<file path="src/rtl/io_tx_port_pkg.sv">
// Shared constants and the write-beat lane decoder for the byte-output peripheral.
package io_tx_port_pkg;

    localparam logic [15:0] IO_TX_ADR  = 16'hD000;
    localparam logic [15:0] IO_CTL_ADR = 16'hD001;
    localparam int unsigned IO_CTL_CLR = 0;
    localparam int unsigned IO_CTL_OVC = 1;

    typedef struct packed {
        logic       hit_tx;
        logic       hit_ctl;
        logic [7:0] tx_byte;
        logic [7:0] ctl_byte;
    } beat_dec_t;

    // Lane k lands at (adr + k) mod 2^16; at most one lane can match each address.
    function automatic beat_dec_t decode_beat(
        input logic        we,
        input logic [1:0]  cnt,
        input logic [15:0] adr,
        input logic [23:0] dat,
        input logic [15:0] tx_adr,
        input logic [15:0] ctl_adr
    );
        beat_dec_t   d;
        logic [15:0] lane_adr;
        d = '0;
        if (we) begin
            for (int unsigned k = 0; k < 3; k++) begin
                if (k < {30'd0, cnt}) begin
                    lane_adr = adr + 16'(k);
                    if (lane_adr == tx_adr) begin
                        d.hit_tx  = 1'b1;
                        d.tx_byte = dat[8*k +: 8];
                    end
                    if (lane_adr == ctl_adr) begin
                        d.hit_ctl  = 1'b1;
                        d.ctl_byte = dat[8*k +: 8];
                    end
                end
            end
        end
        return d;
    endfunction

endpackage

</file>
<file path="src/rtl/io_tx_fifo.sv">
// Register-based byte FIFO with synchronous clear; head reads 8'h00 when empty.
module io_tx_fifo #(
    parameter int unsigned DEPTH = 8
) (
    input  logic                       clk_i,
    input  logic                       rst_i,
    input  logic                       push_i,
    input  logic                       pop_i,
    input  logic                       clr_i,
    input  logic [7:0]                 din_i,
    output logic                       full_o,
    output logic                       empty_o,
    output logic [$clog2(DEPTH):0]     cnt_o,
    output logic [7:0]                 head_o
);
    localparam int unsigned AW = $clog2(DEPTH);
    localparam int unsigned CW = AW + 1;

    logic [7:0]    mem_q [DEPTH];
    logic [AW-1:0] wr_ptr_q, wr_ptr_d;
    logic [AW-1:0] rd_ptr_q, rd_ptr_d;
    logic [CW-1:0] cnt_q, cnt_d;
    logic          push_ok, pop_ok;

    assign full_o  = (cnt_q == CW'(DEPTH));
    assign empty_o = (cnt_q == '0);
    assign cnt_o   = cnt_q;
    assign head_o  = empty_o ? 8'h00 : mem_q[rd_ptr_q];

    // A push into a full FIFO is still taken when the head leaves this cycle.
    assign pop_ok  = pop_i & ~empty_o;
    assign push_ok = push_i & (~full_o | pop_ok);

    always_comb begin
        wr_ptr_d = wr_ptr_q;
        rd_ptr_d = rd_ptr_q;
        cnt_d    = cnt_q;
        if (clr_i) begin
            wr_ptr_d = '0;
            rd_ptr_d = '0;
            cnt_d    = '0;
        end else begin
            if (push_ok) wr_ptr_d = wr_ptr_q + 1'b1;
            if (pop_ok)  rd_ptr_d = rd_ptr_q + 1'b1;
            case ({push_ok, pop_ok})
                2'b10:   cnt_d = cnt_q + 1'b1;
                2'b01:   cnt_d = cnt_q - 1'b1;
                default: cnt_d = cnt_q;
            endcase
        end
    end

    always_ff @(posedge clk_i or negedge rst_i) begin
        if (!rst_i) begin
            wr_ptr_q <= '0;
            rd_ptr_q <= '0;
            cnt_q    <= '0;
        end else begin
            wr_ptr_q <= wr_ptr_d;
            rd_ptr_q <= rd_ptr_d;
            cnt_q    <= cnt_d;
        end
    end

    always_ff @(posedge clk_i) begin
        if (push_ok && !clr_i) mem_q[wr_ptr_q] <= din_i;
    end

endmodule

</file>
<file path="src/rtl/io_tx_port.sv">
// Memory-mapped byte-output port: snoops core write beats into a FIFO drained as a byte stream.
module io_tx_port
    import io_tx_port_pkg::*;
#(
    parameter logic [15:0] TX_ADR     = IO_TX_ADR,
    parameter logic [15:0] CTL_ADR    = IO_CTL_ADR,
    parameter int unsigned DEPTH      = 8,
    parameter int unsigned RDY_MARGIN = 2
) (
    input  logic                   clk_i,
    input  logic                   rst_i,
    input  logic                   we_i,
    input  logic [1:0]             w_cnt_i,
    input  logic [15:0]            w_adr_i,
    input  logic [23:0]            w_dat_i,
    input  logic                   tx_rdy_i,
    output logic                   tx_vld_o,
    output logic [7:0]             tx_dat_o,
    output logic                   rdy_o,
    output logic                   ovf_o,
    output logic [$clog2(DEPTH):0] cnt_o
);
    localparam int unsigned CW = $clog2(DEPTH) + 1;

    beat_dec_t     dec;
    logic          clr, ovc, pop, drop, full, empty;
    logic          ovf_q, ovf_d;
    logic [CW-1:0] cnt;

    assign dec = decode_beat(we_i, w_cnt_i, w_adr_i, w_dat_i, TX_ADR, CTL_ADR);
    assign clr = dec.hit_ctl & dec.ctl_byte[IO_CTL_CLR];
    assign ovc = dec.hit_ctl & dec.ctl_byte[IO_CTL_OVC];
    assign pop = tx_vld_o & tx_rdy_i;
    // A clear discards the same-cycle push, so it never counts as a drop.
    assign drop = dec.hit_tx & full & ~pop & ~clr;

    io_tx_fifo #(.DEPTH(DEPTH)) u_fifo (
        .clk_i   (clk_i),
        .rst_i   (rst_i),
        .push_i  (dec.hit_tx),
        .pop_i   (pop),
        .clr_i   (clr),
        .din_i   (dec.tx_byte),
        .full_o  (full),
        .empty_o (empty),
        .cnt_o   (cnt),
        .head_o  (tx_dat_o)
    );

    always_comb begin
        ovf_d = ovf_q;
        if (ovc)  ovf_d = 1'b0;
        if (drop) ovf_d = 1'b1;
    end

    always_ff @(posedge clk_i or negedge rst_i) begin
        if (!rst_i) ovf_q <= 1'b0;
        else        ovf_q <= ovf_d;
    end

    assign tx_vld_o = ~empty;
    assign ovf_o    = ovf_q;
    assign cnt_o    = cnt;
    assign rdy_o    = (CW'(DEPTH) - cnt) > CW'(RDY_MARGIN);

endmodule
</file>
<file path="config.mk">
export PLATFORM = sky130hd
export DESIGN_NAME = io_tx_port
export DESIGN_NICKNAME = d
export VERILOG_FILES = /design/src/rtl/io_tx_port_pkg.sv /design/src/rtl/io_tx_fifo.sv /design/src/rtl/io_tx_port.sv
export SDC_FILE = /design/constraint.sdc
export NUM_CORES = 1
export LEC_CHECK = 0
export CAP_MARGIN = 10
export CORE_MARGIN = 8
export CORE_UTILIZATION = 40
export CTS_CLUSTER_SIZE = 16
export DETAILED_ROUTE_END_ITERATION = 16
export PLACE_DENSITY_LB_ADDON = 0.1
export RECOVER_POWER = 100
export SKIP_CTS_REPAIR_TIMING = 1
export SYNTH_ARGS = -nofsm -noshare
export SYNTH_HDL_FRONTEND = slang
export SYNTH_SLANG_ARGS = --single-unit
export TNS_END_PERCENT = 20
</file>
<file path="constraint.sdc">
create_clock -name clk_i -period 3.9 [get_ports clk_i]
set_input_delay 0.585 -clock clk_i [delete_from_list [all_inputs] [get_ports clk_i]]
set_output_delay 0.585 -clock clk_i [all_outputs]
set_load 0.05 [all_outputs]
</file>
; ---- After elaboration in Yosys (flattened, before gate mapping)
; Memory sizes are Yosys's and may differ from the RTL's.
; Cells that the tools add are included.
[word_totals]
wordCells = 72
latchBits = 0
ramBits = 64
memories = 1
romBits = 0
in_bits = 46
out_inout_bits = 15
register_bits = 11
[op_classes]
n_addsub = 7
n_eq_ne = 9
n_mul = 0
shifts = 0
n_div = 0
bitwise_logic = 13
n_reduce_logical = 7
magnitude_cmp = 4
muxes = 27
[memory_table]
columns = memory, words, width, rd, rd_clocked_by_memory_dff, wr, line
row1 = u_fifo.mem_q, 8, 8, 1, 0, 1, io_tx_fifo.sv:19  ; logic [7:0] mem_q [DEPTH];
[op_table]
columns = operator, n
row1 = "equality test 16 bit, second input constant", 6
row2 = two-way mux 18 bit, 4
row3 = two-way mux 8 bit, 7
row4 = "adder 16 x 1 -> 16 bit, second input constant", 1
row5 = "adder 16 x 2 -> 16 bit, second input constant", 1
row6 = two-way mux 3 bit, 4
row7 = two-way mux 1 bit, 10
row8 = bitwise AND 1 bit, 8
row9 = case mux 4 bit (2 select lines), 1
row10 = "adder 3 x 1 -> 3 bit, second input constant", 2
row11 = nonzero test 2 bit, 3
row12 = "adder 4 x 1 -> 4 bit, second input constant", 1
row13 = "equality test 4 bit, second input constant", 1
row14 = "greater-than comparator 4 x 2 -> 1 bit, second input constant", 1
row15 = logical NOT 4 bit, 1
row16 = "< comparator 1 x 2 -> 1 bit, first input constant", 2
row17 = two-way mux 4 bit, 1
row18 = NOT 1 bit, 4
row19 = "subtractor 4 x 1 -> 4 bit, second input constant", 1
row20 = "subtractor 4 bit, first input constant", 1
row21 = nonzero test 3 bit, 1
row22 = "equality test 2 x 1 -> 1 bit, second input constant", 1
row23 = "equality test 2 bit, second input constant", 1
row24 = "< comparator 2 bit, first input constant", 1
row25 = 3 further kinds, 3

; ---- Depth between registers and ports, before layout
[logic_depth]
word_depth = 13
ltp_mapped = 14
ltp_nobuf = 14

; ---- Hierarchy
; From an unflattened synthesis, not the netlist that was laid out.
[hier_totals]
hier_cells = 339
area_unflattened_um2 = 4316.6
[by_module_without_submodules]
columns = module, n_inst, cells_each, seq_area_each_um2, area_each_um2
row1 = io_tx_fifo, 1, 185, 2172.1, 3206.8
row2 = io_tx_port, 1, 154, 25.0, 1109.8

; ---- Worst setup path before layout
; No wires, ideal clock.
[synth_timing]
kind = flip-flop to flip-flop
startpoint = register u_fifo.cnt_q[0] (netlist: u_fifo.cnt_o[0])
endpoint = register u_fifo.cnt_q[3] (netlist: u_fifo.cnt_o[3])
t_arrival_ns = 3.394
path_slack_ns = 0.427
setup_ns = 0.079
path_stages_with_launch = 15
required_time_ns = 3.821
period_less_slack_ns = 3.473
n_path_buf = 0
cell_sequence = dfrtp_1 inv_1 ha_1 nand2b_1 nor2_1 inv_1 nand2_1 nor2_1 o31ai_1 o21ai_2 ha_1 a21o_1 a21oi_1 mux2i_1 mux2i_1
[synth_via]
elab_chain_len = 9
elab_cells_between_ends = 15
cone_classes = add/sub (2) / eq/ne (3) / mux (2) / bitwise (6) / reduce/logical (2)
[synth_lines]
columns = item, line
row1 = start: declaration, io_tx_fifo.sv:22  ; logic [CW-1:0] cnt_q, cnt_d;
row2 = start signal: assignment, io_tx_fifo.sv:61  ; cnt_q <= cnt_d;
row3 = logical NOT 4 bit (*), io_tx_fifo.sv:26  ; assign empty_o = (cnt_q == '0);
row4 = NOT 1 bit (*), io_tx_port.sv:61  ; assign tx_vld_o = ~empty;
row5 = net tx_vld_o, io_tx_port.sv:17  ; output logic tx_vld_o,
row6 = bitwise AND 1 bit, io_tx_port.sv:33  ; assign pop = tx_vld_o & tx_rdy_i;
row7 = bitwise AND 1 bit (*), io_tx_fifo.sv:31  ; assign pop_ok = pop_i & ~empty_o;
row8 = bitwise OR 1 bit, io_tx_fifo.sv:32  ; assign push_ok = push_i & (~full_o | pop_ok);
row9 = bitwise AND 1 bit, io_tx_fifo.sv:32
row10 = equality test 2 x 1 -> 1 bit / equality test 2 bit (equally long branches), io_tx_fifo.sv:45  ; case ({push_ok, pop_ok})
row11 = case mux 4 bit (2 select lines), io_tx_fifo.sv:45
row12 = two-way mux 4 bit, io_tx_fifo.sv:38  ; if (clr_i) begin
; Mark *: on every way through the listed nets, which the timed path passes. The rest lies on a longest branch.
; A chain may end at the register's enable or synchronous reset.

; ---- Final worst setup path
[layout_timing]
startpoint = input port w_adr_i[2]
endpoint = memory u_fifo.mem_q[1][1] (enable)
[layout_via]
elab_chain_len = 13
elab_cells_between_ends = 27
cone_classes = add/sub (2) / eq/ne (6) / mux (15) / bitwise (2) / reduce/logical (2)
[layout_lines]
columns = item, line
row1 = start: declaration, io_tx_port.sv:14  ; input logic [15:0] w_adr_i,
row2 = "parallel branches: the longest is 6 deep, another holds adder 16 x 1 -> 16 bit", -
row3 = two-way mux 18 bit (*), io_tx_port_pkg.sv:30  ; if (k < {30'd0, cnt}) begin
row4 = two-way mux 18 bit (*), io_tx_port_pkg.sv:28  ; if (we) begin
row5 = bitwise AND 1 bit, io_tx_port.sv:31  ; assign clr = dec.hit_ctl & dec.ctl_byte[IO_CTL_CLR];
row6 = logical NOT 1 bit, io_tx_fifo.sv:66  ; if (push_ok && !clr_i) mem_q[wr_ptr_q] <= din_i;
row7 = logical AND 1 bit (*), io_tx_fifo.sv:66
row8 = two-way mux 1 bit (*), io_tx_fifo.sv:66
row9 = two-way mux 1 bit (not written as such) (*), io_tx_fifo.sv:66
row10 = end: declaration, io_tx_fifo.sv:19
; Every way passes the cells marked *.

==> results.md <==
- Mux share of post-synthesis cell area: 11.9%
- Nets: 486
- LEAKAGE: 1.99 nW
- Clock latency on the worst-skew pair: 340 ps
- Total core area: 10100 um2
- Clock root buffer master: clkbuf_8
- DRT Wirelength: 10.5 mm
- Crit path cell chain: clkdlybuf4s50_1 > ha_1 > nand4_1 > nor2_1 > xor2_1 > or4_4 > nor4b_4 > buf_4 > o31a_1 > nand3_1 > nor3_1 > clkbuf_4
- CTS Buffer Depth: 2
- Syn avg cell area: 12.3 um2
- VDD IR max: 0.284 mV
- Synth Area in Adders: 2.92%
- Final Cycle Share: 94.0%
- Row cnt: 37
- Largest family of logic cells by synthesized area: simple AND/OR/NAND/NOR gates
- Sink Count: 75
- Ys Warns: 0
- Max FO, Critical Path: 12
- Placed cells: 556
- I/O Buffers: 60
- Chip height: 117 um
- WL/cell: 18.3 um
- GPL Wtd Cong: 0.852
- Pre-antenna DRT Iters: 7
- Register bit total from synthesis: 75
- Worst Max-Slew Pin Slew: 1050 ps
- Global-route wire length before repair: 17.1 mm
- Setup WS pre-CTS: -128 ps
- CP required: 3940 ps
- Initial Util: 40.6%
- CTS HTree Levels: 3
- Worst EP arrival: 3710 ps
- Post-Synth Simple-Gate Area: 16.5%
- Overall die width: 117 um
- Post-synthesis net count: 389
- Ant diodes: 0
- Share of cells above drive strength 1: 18.8%
- Gr usage total: 15.3%
- CP Launch Type: input port
- CTS clk-pin slew, worst paths: 90 ps
- Vias per inst: 5.44
- Register area share after synthesis: 53.4%
- Hold crit path type: reg -> reg
- DRC: 0
- Max Slew Vio Count: 0
- CP endpoint kind: flop
- Grt ovf: 0
- Main synth FF type: edfxtp_1
- Hold_ws: 546 ps
- Routed via count: 3110
- Async S/R FF share, synth: 14.7%
- Syn-to-layout area delta: 28.4%
- Setup Skew: 11.4 ps
- Vias in the first global route: 3327
- Num CTS Buffers: 9
- RSZ-0062 raised after global routing: false
- Synthesized area: 4110 um2
- Max Clk Rate: 273 MHz
- IO Count: 61
- Slowest cell on crit path: or4_4
- Fin. Hold Viols: 0
- Initial antenna violation count: 0
- Post-DP HPWL: 7.88 mm
- Slew HR: 30.0%
- Status: complete, no violations
- Compound-gate portion of the synthesized area: 9.86%
- Final setup viols: 0
- Pwr Total: 0.00277 W
- Post-Layout Cell Count: 572
- Post-synthesis xor/xnor area fraction: 2.56%
- 1st-iter DRT viols: 157
- Max cap viols: 0
- Pwr per Cell Area: 525 nW/um2
- Min Tclk post-route: 3670 ps
- Setup CP Type: in -> reg
- Synth unique cells: 56
- Largest net degree at the start of global routing: 19
- Largest stage delay on the critical path: 540 ps
- Post-DRT Antenna Nets: 0
- CTS tree: done
- Die ar.: 13800 um2
- Cells after Synth: 334
- Final setup margin: 234 ps
- Post-synth EDFFs: 64
==> power breakdown <==
| group | internal [W] | switching [W] |
|---|---|---|
| logic | 0.000519 | 0.000696 |
| registers | 0.000895 | 0.000109 |
| clock network | 0.000242 | 0.000313 |
==> cell usage after synthesis (4+ instances only) <==
| library cell | instances | area (um2) |
|---|---|---|
| buf_2 | 8 | 40.0 |
| nand4_1 | 6 | 37.5 |
| mux2i_1 | 13 | 130 |
| nand2_1 | 20 | 75.1 |
| a21oi_1 | 8 | 40.0 |
| edfxtp_1 | 64 | 1920 |
| nand3_1 | 8 | 40.0 |
| nor3_1 | 9 | 45.0 |
| or3_1 | 4 | 25.0 |
| a222oi_1 | 9 | 90.1 |
| ha_1 | 8 | 100 |
| xor2_1 | 5 | 43.8 |
| clkbuf_1 | 6 | 22.5 |
| nand2b_1 | 7 | 43.8 |
| nor2_1 | 45 | 169 |
| mux4_2 | 16 | 360 |
| xnor2_1 | 7 | 61.3 |
| o211ai_1 | 4 | 30.0 |
| dfrtp_1 | 11 | 275 |
| o21ai_0 | 12 | 60.1 |
| inv_1 | 9 | 33.8 |
==> per-layer routing <==
metal	routed length (um)	vias up	part of all wire, %	GRT usage [%]
li1	-	1498	-	-
met1	4660	1521	44	19.4
met2	5270	87	50	26.3
met3	507	4	4.8	2.73
met4	46	0	0.44	4.14
met5	0	-	0	0
==> stage by stage <==
stage	area [um2]	TNS, ps	utilization (%)
after CTS	5310	0	52.4
after detailed placement	5130	-3630	50.6
after global routing	5280	0	52.1
after floorplan	4110	0	-
final	5280	0	52.1
after global placement	5130	0	50.6
==> flip-flops by register name, summed over array words and instances, names as in the netlist <==
| name | flops |
|---|---|
| ovf_o | 1 |
| u_fifo.rd_ptr_q | 3 |
| u_fifo.cnt_o | 4 |
| u_fifo.wr_ptr_q | 3 |
| u_fifo.mem_q | 64 |
==> final cells by class <==
| cell class | instances | area, um2 |
|---|---|---|
| multi-input cells | 232 | 1800 |
| inverters | 9 | 33.8 |
| flip-flops and latches | 75 | 2200 |
| clock buffers | 9 | 124 |
| repair buffers | 104 | 897 |
| well taps | 136 | 170 |
| clock inverters | 7 | 58.8 |
| fillers | 902 | 4860 |
==> worst paths after layout <==
| kind | from | endpoint | slack (ps) | cells after the start |
|---|---|---|---|---|
| worst max-delay path | w_adr_i[2] | u_fifo.mem_q[1][1] | 230 | 12 |
| worst min-delay path | ovf_o | ovf_o | 550 | 2 |
| worst max register to register | u_fifo.cnt_o[0] | u_fifo.cnt_o[3] | 320 | 14 |
| worst min register to register | ovf_o | ovf_o | 550 | 2 |
| max in group asynchronous | rst_i | u_fifo.wr_ptr_q[1] | 2900 | 1 |
| min in group asynchronous | rst_i | u_fifo.cnt_o[3] | 650 | 1 |
==> worst max-delay path: cells and delay by family <==
kind                     cells  cell delay [ps]
adder cells (fa/ha/maj)      1              270
XOR/XNOR                     1               90
AO/OA/AOI/OAI                1              200
buffers and inverters        3             1040
AND/OR/NAND/NOR              6             1500
==> kinds of logic after synthesis <==
kind of cell	count (synthesis)
AO/OA/AOI/OAI	56
flip-flops	75
buffers and inverters	27
multiplexers	29
XOR/XNOR	12
AND/OR/NAND/NOR	126
adder cells (fa/ha/maj)	9
==> placed cells by master, fill, tap and decap left out, types with 4 or more instances in the layout <==
cell type and n:
xor2_1 5, dfrtp_1 11, edfxtp_1 64, nand2b_1 7, ha_1 8, mux2i_1 13
or3_1 4, nor2_1 45, mux4_2 16, nand3_1 8, clkdlybuf4s50_1 45, inv_1 9
nand2_1 20, a21oi_1 8, buf_4 30, dlygate4sd3_1 15, clkbuf_2 7, o211ai_1 4
o21ai_0 12, clkbuf_8 9, nor3_1 9, xnor2_1 7, a222oi_1 9, nand4_1 6
No activity file was read; power rests on OpenSTA's default activity.
